## src/rtl/day_display_pkg.sv

```systemverilog
// Shared constants for the day/week seven-segment display.
package day_display_pkg;

  // Active-low segment patterns, bit order {g,f,e,d,c,b,a}
  localparam logic [6:0] SEG_0     = 7'h40;
  localparam logic [6:0] SEG_1     = 7'h79;
  localparam logic [6:0] SEG_2     = 7'h24;
  localparam logic [6:0] SEG_3     = 7'h30;
  localparam logic [6:0] SEG_4     = 7'h19;
  localparam logic [6:0] SEG_5     = 7'h12;
  localparam logic [6:0] SEG_6     = 7'h02;
  localparam logic [6:0] SEG_7     = 7'h78;
  localparam logic [6:0] SEG_8     = 7'h00;
  localparam logic [6:0] SEG_9     = 7'h10;
  localparam logic [6:0] SEG_DASH  = 7'h3F;
  localparam logic [6:0] SEG_BLANK = 7'h7F;

  // Active-low one-hot digit enables
  localparam logic [1:0] AN_DAY  = 2'b10;
  localparam logic [1:0] AN_WEEK = 2'b01;
  localparam logic [1:0] AN_OFF  = 2'b11;

  // Any digit code above 9 decodes to a dash
  localparam logic [3:0] DIG_DASH = 4'hF;

  typedef enum logic {SEL_DAY, SEL_WEEK} sel_e;

endpackage

```

## src/rtl/seg7_decoder.sv

```systemverilog
// Combinational BCD to active-low seven-segment decoder; codes >9 show a dash.
module seg7_decoder
  import day_display_pkg::*;
(
  input  logic [3:0] digit,
  output logic [6:0] seg
);

  // Table lookup, dash for anything outside 0..9
  always_comb begin
    seg = SEG_DASH;
    case (digit)
      4'd0: seg = SEG_0;
      4'd1: seg = SEG_1;
      4'd2: seg = SEG_2;
      4'd3: seg = SEG_3;
      4'd4: seg = SEG_4;
      4'd5: seg = SEG_5;
      4'd6: seg = SEG_6;
      4'd7: seg = SEG_7;
      4'd8: seg = SEG_8;
      4'd9: seg = SEG_9;
      default: seg = SEG_DASH;
    endcase
  end

endmodule

```

## src/rtl/day_display.sv

```systemverilog
// Day/week display: detects the 6->0 day rollover, counts weeks, and
// time-multiplexes the day and week digits onto one segment bus.
module day_display
  import day_display_pkg::*;
#(
  parameter int REFRESH_DIV = 50000,
  parameter int WEEK_MAX    = 9
) (
  input  logic       clock,
  input  logic       reset,
  input  logic [2:0] value,
  output logic [6:0] seg,
  output logic [1:0] an,
  output logic       wrap,
  output logic [3:0] weeks,
  output logic       err
);

  localparam int CW = $clog2(REFRESH_DIV);

  logic [2:0]    value_q, prev_q;
  logic [CW-1:0] cnt;
  sel_e          sel_q, sel_d;
  logic          rf_term, wrap_d;
  logic [3:0]    digit;
  logic [6:0]    seg_d;

  assign rf_term = (cnt == CW'(REFRESH_DIV - 1));
  // Rollover seen on the registered pair; 6->6, 0->0, x->7, 7->0 all miss this
  assign wrap_d  = (value_q == 3'd0) && (prev_q == 3'd6);

  // Input sampling, rollover pulse, week count and sticky illegal-value flag
  always_ff @(posedge clock or negedge reset) begin
    if (!reset) begin
      value_q <= '0;
      prev_q  <= '0;
      wrap    <= 1'b0;
      weeks   <= '0;
      err     <= 1'b0;
    end else begin
      value_q <= value;
      prev_q  <= value_q;
      wrap    <= wrap_d;
      if (wrap_d)
        weeks <= (weeks == 4'(WEEK_MAX)) ? 4'd0 : weeks + 4'd1;
      if (value_q == 3'd7)
        err <= 1'b1;
    end
  end

  // Refresh slot counter, free-running 0..REFRESH_DIV-1
  always_ff @(posedge clock or negedge reset) begin
    if (!reset) cnt <= '0;
    else        cnt <= rf_term ? '0 : cnt + CW'(1);
  end

  // Digit-select state register
  always_ff @(posedge clock or negedge reset) begin
    if (!reset) sel_q <= SEL_DAY;
    else        sel_q <= sel_d;
  end

  // Next select and digit mux; an illegal day shows as a dash
  always_comb begin
    sel_d = sel_q;
    digit = weeks;
    if (rf_term)
      sel_d = (sel_q == SEL_DAY) ? SEL_WEEK : SEL_DAY;
    if (sel_q == SEL_DAY)
      digit = (value_q == 3'd7) ? DIG_DASH : {1'b0, value_q};
  end

  seg7_decoder u_dec (
    .digit (digit),
    .seg   (seg_d)
  );

  // Registered display outputs, blank while in reset
  always_ff @(posedge clock or negedge reset) begin
    if (!reset) begin
      seg <= SEG_BLANK;
      an  <= AN_OFF;
    end else begin
      seg <= seg_d;
      an  <= (sel_q == SEL_DAY) ? AN_DAY : AN_WEEK;
    end
  end

endmodule

```

## config.mk

```make
export PLATFORM = sky130hd
export DESIGN_NAME = day_display
export DESIGN_NICKNAME = d
export VERILOG_FILES = /design/src/rtl/day_display_pkg.sv /design/src/rtl/seg7_decoder.sv /design/src/rtl/day_display.sv
export SDC_FILE = /design/constraint.sdc
export NUM_CORES = 1
export LEC_CHECK = 0
export ABC_CLOCK_PERIOD_IN_PS = 3100
export CAP_MARGIN = 10
export CELL_PAD_IN_SITES_DETAIL_PLACEMENT = 2
export CELL_PAD_IN_SITES_GLOBAL_PLACEMENT = 2
export CORE_AREA = 5 5 71 73
export DETAILED_ROUTE_END_ITERATION = 7
export DIE_AREA = 0 0 76 78
export PLACE_DENSITY = 0.87
export SYNTH_ARGS = -nofsm -noshare
export SYNTH_HDL_FRONTEND = slang
export SYNTH_SLANG_ARGS = --single-unit
```

## constraint.sdc

```tcl
create_clock -name clock -period 3.1 [get_ports clock]
set_input_delay 0.62 -clock clock [delete_from_list [all_inputs] [get_ports clock]]
set_output_delay 0.62 -clock clock [all_outputs]
set_load 0.02 [all_outputs]
```

==> metrics.txt, run 1 <==
Mapped Avg Cell Area 11.8 µm²; CP max-delay cell sky130_fd_sc_hd__clkdlybuf4s50_1; sum of internal, switching and leakage power 0.00101 W; fraction of post-synthesis cell area in the top cell type by area 0.453; effective utilization at floorplan 0.373; fmax 491 MHz; Max-cap violations 0; crit path DAT 1420 ps; cell area after technology mapping 1600 µm²; delay-heaviest family, CP buffers and inverters; final net count 168; startpoint class of the critical path flip-flop; via count normalized by instance count 5.18; post-detailed-route DRC marker count 0; clock tree buffer depth 2; ratio of final minimum period to clock period 0.657; leading cell type by number of instances after synthesis sky130_fd_sc_hd__dfrtp_1; number of CTS-inserted buffers 5; EDFF count, synth 0; area of all sequential standard cells 962 µm²; slew at the pin with the worst max-slew slack 850 ps; pins over their slew limit 0; standard cell core area 4290 µm²; first drt pass iteration count 4; placed wire-length estimate after detailed placement 2.79 mm; fraction of layout cells with a size suffix above 1 0.148; dominant register cell in the synthesized netlist sky130_fd_sc_hd__dfrtp_1; type of the tightest min-delay check flip-flop to flip-flop; Vert. Die Dim 78 µm; relative slew slack 0.433; Wirelength per Cell 17.4 µm; CTS H-tree depth 2; Final GP Congestion 0.835; vias in the first global route 1,297; required time of the worst setup path 2480 ps; minimum hold slack 448 ps; multi-input gate area in the final layout 596 µm²; delay contributed by the slowest stage of the critical path 650 ps; final number of hold-violating endpoints 0; Routed met2 length 2.03 mm; final critical-path required period 2040 ps; DRC violation total after the first TritonRoute iteration 33; Power Density 519 nW/µm²; top-level port count 20; register area share after synthesis 0.601; count of different cell masters after synthesis 31; Synth warnings 0; Layout area overhead 21.8%; clock latency reported for the late side of the worst-skew pair 300 ps; Root Driver sky130_fd_sc_hd__clkbuf_8; kind of capture point of the worst setup path output pin; port buffer count 19; antenna violation net count after detailed routing 0; Cell Count Post-Placement 206; maximum vdd drop 0.181 mV; full die area 5930 µm²; number of buffers inserted to repair setup after CTS 0; top routing layer used met4; number of buffer and inverter stages on the critical path 1; non-filler cells in the finished layout 214; global route total overflow 0; overall die width 76 µm; Reg clk slew, reported paths 80 ps; setup clock skew after layout 11.9 ps; Detail Route met3 WL 157 µm; run status complete, no violations; Sinks on Clock Net 38; Inserted Diodes 0; Post-CTS Resized 0; global-route wire length before repair 6.53 mm; Leak 0.800 nW; proportion of synthesized flip-flops having asynchronous set or reset 1.00; origin of the critical flop-to-flop path sel_q; class of the most critical setup path flip-flop to output pin; Total Routed Length 3.72 mm; Synth Net Count 143; initial antenna violation count 0; FILL cells 456; setup tns final 0 ps; Setup-failing EPs final 0; clock tree from TritonCTS built; Worst setup startpoint weeks[1]; Total GRT Usage 0.138; FF+latch count, synth 38; number of placement rows 24; CP cell instances clkdlybuf4s50_1; Yosys top cell by area sky130_fd_sc_hd__dfrtp_1; biggest area contributors in the synthesized netlist sky130_fd_sc_hd__dfrtp_1 (45%), sky130_fd_sc_hd__dfstp_2 (15%), sky130_fd_sc_hd__xnor2_1 (6.0%); wire length on met1 1.47 mm; largest fanout on the critical path 7; number of standard cells after synthesis 136; Post-CTS Hold Buffers 0; Worst Hold Launch value_q[0]; vias after detailed routing 1,108; largest net degree at the start of global routing 39; list of most frequent post-synthesis cells sky130_fd_sc_hd__dfrtp_1 (29), sky130_fd_sc_hd__nor2_1 (14), sky130_fd_sc_hd__xnor2_1 (11); RSZ-0062 raised after global routing false
## power breakdown
part           internal (W)  switching [W]  total, W  leakage (nW)
Sequential         0.000523      0.0000212  0.000544         0.463
Combinational     0.0000504      0.0000576  0.000108         0.289
Clock              0.000179       0.000180  0.000359        0.0472
## cell families after synthesis
family          after synthesis  synth area share
mux                           4            0.0344
compound gates               15            0.0602
simple gates                 49             0.169
xor+xnor                     17            0.0930
buf+inv                      11            0.0266
flops                        38             0.601
fa+ha+maj                     2            0.0156
## layout make-up
| cell class | instances | area share |
|---|---|---|
| Clock buffer | 6 | 0.0424 |
| Clock inverter | 2 | 0.00642 |
| Inverter | 9 | 0.0173 |
| Multi-Input combinational cell | 87 | 0.306 |
| Sequential cell | 38 | 0.494 |
| Tap cell | 52 | 0.0334 |
| Timing Repair Buffer | 20 | 0.101 |
## state kept, by name, summed over array words and instances (netlist names)
name,count
err,1
sel_q,1
prev_q,3
cnt,16
value_q,3
seg,7
wrap,1
an,2
weeks,4
## stage by stage
step / area, µm² / worst slack [ps] / util
2_1_floorplan: 1600 / 1580 / -
3_3_place_gp: 1850 / 1380 / 0.432
3_5_place_dp: 1850 / 1250 / 0.432
4_1_cts: 1950 / 1030 / 0.454
5_1_grt: 1950 / 991 / 0.454
6_report: 1950 / 1060 / 0.454
## cell usage in the layout, fill, tap and decap left out, drive strengths merged, types with 4 or more instances in the layout
cell type      netlist  final
dfstp                9      9
dfrtp               29     29
nand3                8      8
nand4                6      6
nor2                14     14
a21oi                6      6
nor3                 4      4
clkbuf               1      6
nor2b                4      4
clkdlybuf4s50        0     19
inv                  9      9
xnor2               11     11
nor4                 4      4
xor2                 6      6
nand2                5      5
## final timing paths
| path | end | cells past startpoint | slack [ps] |
|---|---|---|---|
| worst max-delay path | weeks[1] | 1 | 1060 |
| max in group asynchronous | seg[3] | 2 | 2000 |
| min in group asynchronous | wrap | 2 | 740 |
| worst min register to register | prev_q[0] | 0 | 450 |
| worst min-delay path | prev_q[0] | 0 | 450 |
| worst max register to register | seg[0] | 4 | 1230 |
## metal layers
layer / vias up / global-route usage
met1: 568 / 0.144
met4: 0 / 0.0480
met5: - / 0
li1: 514 / -
met3: 7 / 0.0475
met2: 19 / 0.256
No activity file was read; power rests on OpenSTA's default activity.
==> run 2: changes to the inputs <==
ABC_CLOCK_PERIOD_IN_PS = 1800   (was 3100)
CORE_AREA = 5 5 77 79   (was 5 5 71 73)
DIE_AREA = 0 0 82 84   (was 0 0 76 78)
PLACE_DENSITY = 0.78   (was 0.87)
clock period = 1.8 ns   (was 3.1 ns; I/O delays follow)
==> run 2 against run 1 <==
Global-route usage shrank 1.4 points. Non-clock buffer count rose by 5. Die area up 16%. Setup slack lost 1000 ps. Cell count up 12%. Utilization shrank 6.6 points. Total power is 75% higher. Sequential share of layout area down 2.3 points. Clock skew fell by 5.8 ps. First-iteration DRC count is 18% lower. Largest cell class unchanged. Highest routed layer unchanged.
==> metrics.txt, run 2 (synthesis gave the netlist of run 1 again) <==
run status complete, no violations (unchanged); class of the most critical setup path flip-flop to output pin (unchanged); via count normalized by instance count 4.69 (was 5.18); Root Driver sky130_fd_sc_hd__clkbuf_8 (unchanged); ratio of final minimum period to clock period 0.977; fmax 569 MHz; global route total overflow 0 (unchanged); pins over their slew limit 0 (unchanged); largest net degree at the start of global routing 39 (unchanged); RSZ-0062 raised after global routing true (was false); vias in the first global route 1,282 (was 1,297); CP cell instances clkdlybuf4s50_1 (unchanged); overall die width 82 µm (was 76 µm); Inserted Diodes 0 (unchanged); relative slew slack 0.683 (was 0.433); effective utilization at floorplan 0.304 (was 0.373); slew at the pin with the worst max-slew slack 475 ps (was 850 ps); CTS H-tree depth 2 (unchanged); DRC violation total after the first TritonRoute iteration 27 (was 33); initial antenna violation count 0 (unchanged); setup clock skew after layout 6.09 ps (was 11.9 ps); first drt pass iteration count 4 (unchanged); clock tree from TritonCTS built (unchanged); global-route wire length before repair 6.53 mm (about the same); delay contributed by the slowest stage of the critical path 590 ps (was 650 ps); Setup-failing EPs final 0 (unchanged); crit path DAT 1400 ps (was 1420 ps); Power Density 864 nW/µm² (was 519 nW/µm²); cell area after layout 2040 µm² (was 1950 µm²); type of the tightest min-delay check flip-flop to flip-flop (unchanged); clock tree buffer depth 2 (unchanged); full die area 6890 µm² (was 5930 µm²); vias after detailed routing 1,121 (was 1,108); core utilization of the finished layout 0.388 (was 0.454); setup tns final 0 ps (unchanged); clock latency reported for the late side of the worst-skew pair 300 ps (about the same); register name with the most flops cnt (unchanged); number of buffer and inverter stages on the critical path 1 (unchanged); Vert. Die Dim 84 µm (was 78 µm); kind of capture point of the worst setup path output pin (unchanged); Total GRT Usage 0.124 (was 0.138); FILL cells 575 (was 456); placed wire-length estimate after detailed placement 2.77 mm (was 2.79 mm); Wirelength per Cell 15.6 µm (was 17.4 µm); maximum vdd drop 0.288 mV (was 0.181 mV); Max-cap violations 0 (unchanged); number of placement rows 27 (was 24); Placement Setup Slack 114 ps (was 1250 ps); Sinks on Clock Net 38 (unchanged); number of flip-flops under the largest register name 16 (unchanged); antenna violation net count after detailed routing 0 (unchanged); Layout area overhead 27.8% (was 21.8%); standard cell core area 5270 µm² (was 4290 µm²); number of CTS-inserted buffers 5 (unchanged); most frequent cells in the layout sky130_fd_sc_hd__dfrtp_1 (29), sky130_fd_sc_hd__nor2_1 (14), sky130_fd_sc_hd__clkdlybuf4s50_1 (13), sky130_fd_sc_hd__xnor2_1 (11) (was sky130_fd_sc_hd__dfrtp_1 (29), sky130_fd_sc_hd__clkdlybuf4s50_1 (19), sky130_fd_sc_hd__nor2_1 (14), sky130_fd_sc_hd__xnor2_1 (11)); port buffer count 19 (unchanged); delay-heaviest family, CP buffers and inverters (unchanged); CP max-delay cell sky130_fd_sc_hd__clkdlybuf4s50_1 (unchanged); post-detailed-route DRC marker count 0 (unchanged); area after detailed placement 1920 µm² (was 1850 µm²); fraction of layout cells with a size suffix above 1 0.180 (was 0.148); Total Routed Length 3.74 mm (was 3.72 mm); required time of the worst setup path 1440 ps (was 2480 ps); top-level port count 20 (unchanged); largest fanout on the critical path 1 (was 7); Post-CTS Hold Buffers 0 (unchanged); final net count 173 (was 168); largest registers ranked by flip-flop count cnt: 16 flops, seg: 7 flops, weeks: 4 flops (unchanged); most frequent standard cell in the layout excluding fill and tap cells sky130_fd_sc_hd__dfrtp_1 (unchanged); number of buffers inserted to repair setup after CTS 0 (unchanged); Reg clk slew, reported paths 70 ps (was 80 ps); startpoint class of the critical path flip-flop (unchanged); final critical-path required period 1760 ps; Leak 0.886 nW (was 0.800 nW); final number of hold-violating endpoints 0 (unchanged); Final GP Congestion 0.777 (was 0.835); Final WS setup 41.4 ps (was 1060 ps)
## run 2: metal layers
| layer | track usage | up-vias | routed length (µm) |
|---|---|---|---|
| met1 | 0.151 | 574 | 1580 |
| li1 | - | 522 | - |
| met5 | 0 | - | 0 |
| met4 | 0.0589 | 0 | 86 |
| met3 | 0.0302 | 7 | 100 |
| met2 | 0.202 | 18 | 1970 |
## run 2: layout make-up
cell class	instances	area (µm²)	share of cell area
clock inverters	1	3.75	0.00184
flip-flops and latches	38	962	0.471
multi-input cells	87	608	0.297
repair buffers	25	250	0.122
well taps	72	90.1	0.0441
inverters	9	33.8	0.0165
clock buffers	7	96.3	0.0471
## run 2: metrics by stage
step           total power [W]  instances  hold slack, ps
6_report               0.00177        239             441
5_1_grt                0.00185        239             470
4_1_cts                0.00180        239             431
3_5_place_dp           0.00115        231             419
3_3_place_gp           0.00114        231             399
2_1_floorplan          0.00103        136            64.4
## run 2: power by group
group	switching [W]	internal, W
logic	0.000102	0.0000886
registers	0.0000361	0.000901
clock network	0.000296	0.000344
total	0.000434	0.00133
## run 2: worst paths after layout
kind / startpoint / to / slack, ps / depth (start not counted)
max: seg[2] / seg[2] / 40 / 1
min: value_q[0] / prev_q[0] / 440 / 0
max reg2reg: sel_q / seg[3] / 130 / 4
min reg2reg: value_q[0] / prev_q[0] / 440 / 0
max in group asynchronous: reset / seg[1] / 920 / 2
min in group asynchronous: reset / value_q[1] / 510 / 2
## run 2: what timing repair did
action	in CTS	in global routing
gates cloned	0	0
endpoints found under the setup margin	1	7
gates resized for setup	1	8
pin swaps	0	1
==> run 3: changes to the inputs <==
SLEW_MARGIN = 0   (was not set)
==> results of run 3 <==
The final DEF is identical to that of run 2; final timing and power are the same.
==> patch, RTL diff (flow settings as in run 2) <==
Add an input register stage for `value`, without a reset; this delays it by one clock.
--- a/src/rtl/day_display.sv
+++ b/src/rtl/day_display.sv
@@ -18,4 +18,10 @@
 
   localparam int CW = $clog2(REFRESH_DIV);
+
+  logic [2:0] value_r;
+
+  always_ff @(posedge clock) begin
+    value_r <= value;
+  end
 
   logic [2:0]    value_q, prev_q;
@@ -39,5 +45,5 @@
       err     <= 1'b0;
     end else begin
-      value_q <= value;
+      value_q <= value_r;
       prev_q  <= value_q;
       wrap    <= wrap_d;
Check against the original RTL: not equivalent (Yosys sat finds a counterexample within 4 cycles, from zero or initial values and one cycle with reset low).
==> patch against run 2 <==
Cell area grew 2.2%; routed wire length grew 4.4%; non-clock buffer count is the same; global-route usage grew 0.37 points; sequential cell count grew 3; worst setup slack is essentially flat; area after synthesis grew 3.8%; critical path depth is the same; sequential power grew 8%; via count grew 4.2%; total power shrank 0.16%; critical path type unchanged; critical endpoint is now seg[0].
==> patch: results (changes against run 2) <==
{| class="wikitable"
! Metric !! Value
|-
| Status || completed
|-
| Startpoint of the worst setup timing path || seg[0]
|-
| Worst hold margin || 0.333 ns (-0.108 ns)
|-
| Family with the most delay on the worst path || buffers and inverters
|-
| Number of global-route vias before repair || 1321 (+3.0%)
|-
| Destination of the critical timing path || seg[0]
|-
| Sequential element share of the synthesized area || 0.616 (+0.0144)
|-
| Global placement routability congestion || 0.836 (+7.6%)
|-
| WL/cell || 16.1 µm (+3.1%)
|-
| Register fraction of the total cell area || 0.490 (+0.0192)
|-
| Capture instance of the worst register-to-register path || cnt[14]
|-
| Global routing usage summed across all routing layers || 0.128 (+0.00366)
|-
| Startpoint of the tightest hold check path || value_r[0]
|-
| Multi-input comb cells || 87 (unchanged)
|-
| Synthesized netlist net count || 146 (+2.1%)
|-
| Post-Route Utilization || 0.396 (+0.00855)
|-
| Setup ws final || 0.0411 ns (-0.000285 ns)
|-
| Cell depth of the worst flop-to-flop path || 5 (+1)
|-
| Violation count after the first detailed-route iteration || 36 (+33%)
|-
| Fraction of registers with async set/reset || 0.927 (-0.0732)
|-
| Launch point of the worst reg-to-reg path || cnt[0]
|-
| Number of placed instances with taps included || 234 (+1.3%)
|-
| Hold worst-path end || value_q[0]
|-
| Number of unique standard cell types used by synthesis || 32 (+3.2%)
|-
| Seq_cells || 41 (+7.9%)
|-
| Clock Skew || 0.00711 ns (+0.00102 ns)
|-
| Worst vdd rail ir drop || 0.000489 V (+70%)
|-
| Mean instance size in the synthesized netlist || 11.9 µm² (+1.5%)
|-
| Fraction of area in multi-input gates || 0.288 (-0.00941)
|-
| Layout clock area frac || 0.0383 (-0.0106)
|-
| Setup slack on the worst flop-to-flop path || 0.11 ns (-0.02 ns)
|-
| Layout filler cell count || 568 (-1.2%)
|-
| Half-perimeter wire length of the detailed placement result || 2.84 mm (+2.4%)
|-
| Slew Limit Headroom || 0.680 (-0.00393)
|-
| Total placed instance area || 0.00198 mm² (+3.1%)
|-
| NonClk Buf Share || 0.125 (+0.00215)
|-
| Detailed-routing iteration count for the pre-antenna-repair pass || 4 (unchanged)
|-
| Global-route wire length before repair || 6.57 mm (+0.63%)
|-
| Clock buf count || 8 (+1)
|-
| Post-layout nets || 176 (+1.7%)
|-
| Static leakage || 0.956 nW (+7.9%)
|-
| Via density per instance || 4.83 (+2.9%)
|-
| Most area-consuming cells after synthesis || sky130_fd_sc_hd__dfrtp_1, sky130_fd_sc_hd__dfstp_2, sky130_fd_sc_hd__xnor2_1, sky130_fd_sc_hd__dfxtp_1, sky130_fd_sc_hd__nor2_1
|-
| Routed vias || 1168 (+4.2%)
|}
==> patch: cell types whose count changed after synthesis, sizes merged <==
cell	delta
dfxtp	+3
==> patch: routing by layer <==
| metal | global-route usage | vias up | wire length [µm] |
|---|---|---|---|
| li1 | - | 531 | - |
| met1 | 0.149 | 609 | 1610 |
| met2 | 0.212 | 21 | 2040 |
| met3 | 0.0324 | 7 | 165 |
| met4 | 0.0634 | 0 | 86 |
| met5 | 0 | - | 0 |
==> patch: cells by family after synthesis <==
| group | share of synthesized area |
|---|---|
| simple gates | 0.163 |
| compound gates | 0.0580 |
| buf+inv | 0.0256 |
| mux | 0.0332 |
| flops | 0.616 |
| fa+ha+maj | 0.0151 |
| xor+xnor | 0.0897 |
==> patch: power by group <==
group | total, mW | switching, mW | internal [mW]
combinational | 0.189 | 0.102 | 0.0872
clock | 0.568 | 0.293 | 0.275
sequential | 1.01 | 0.0374 | 0.970
==> patch: timing repair <==
action | in CTS | in global routing
hold buffers | 0 | 0
gates resized for setup | 1 | 11
setup endpoints to repair | 1 | 12
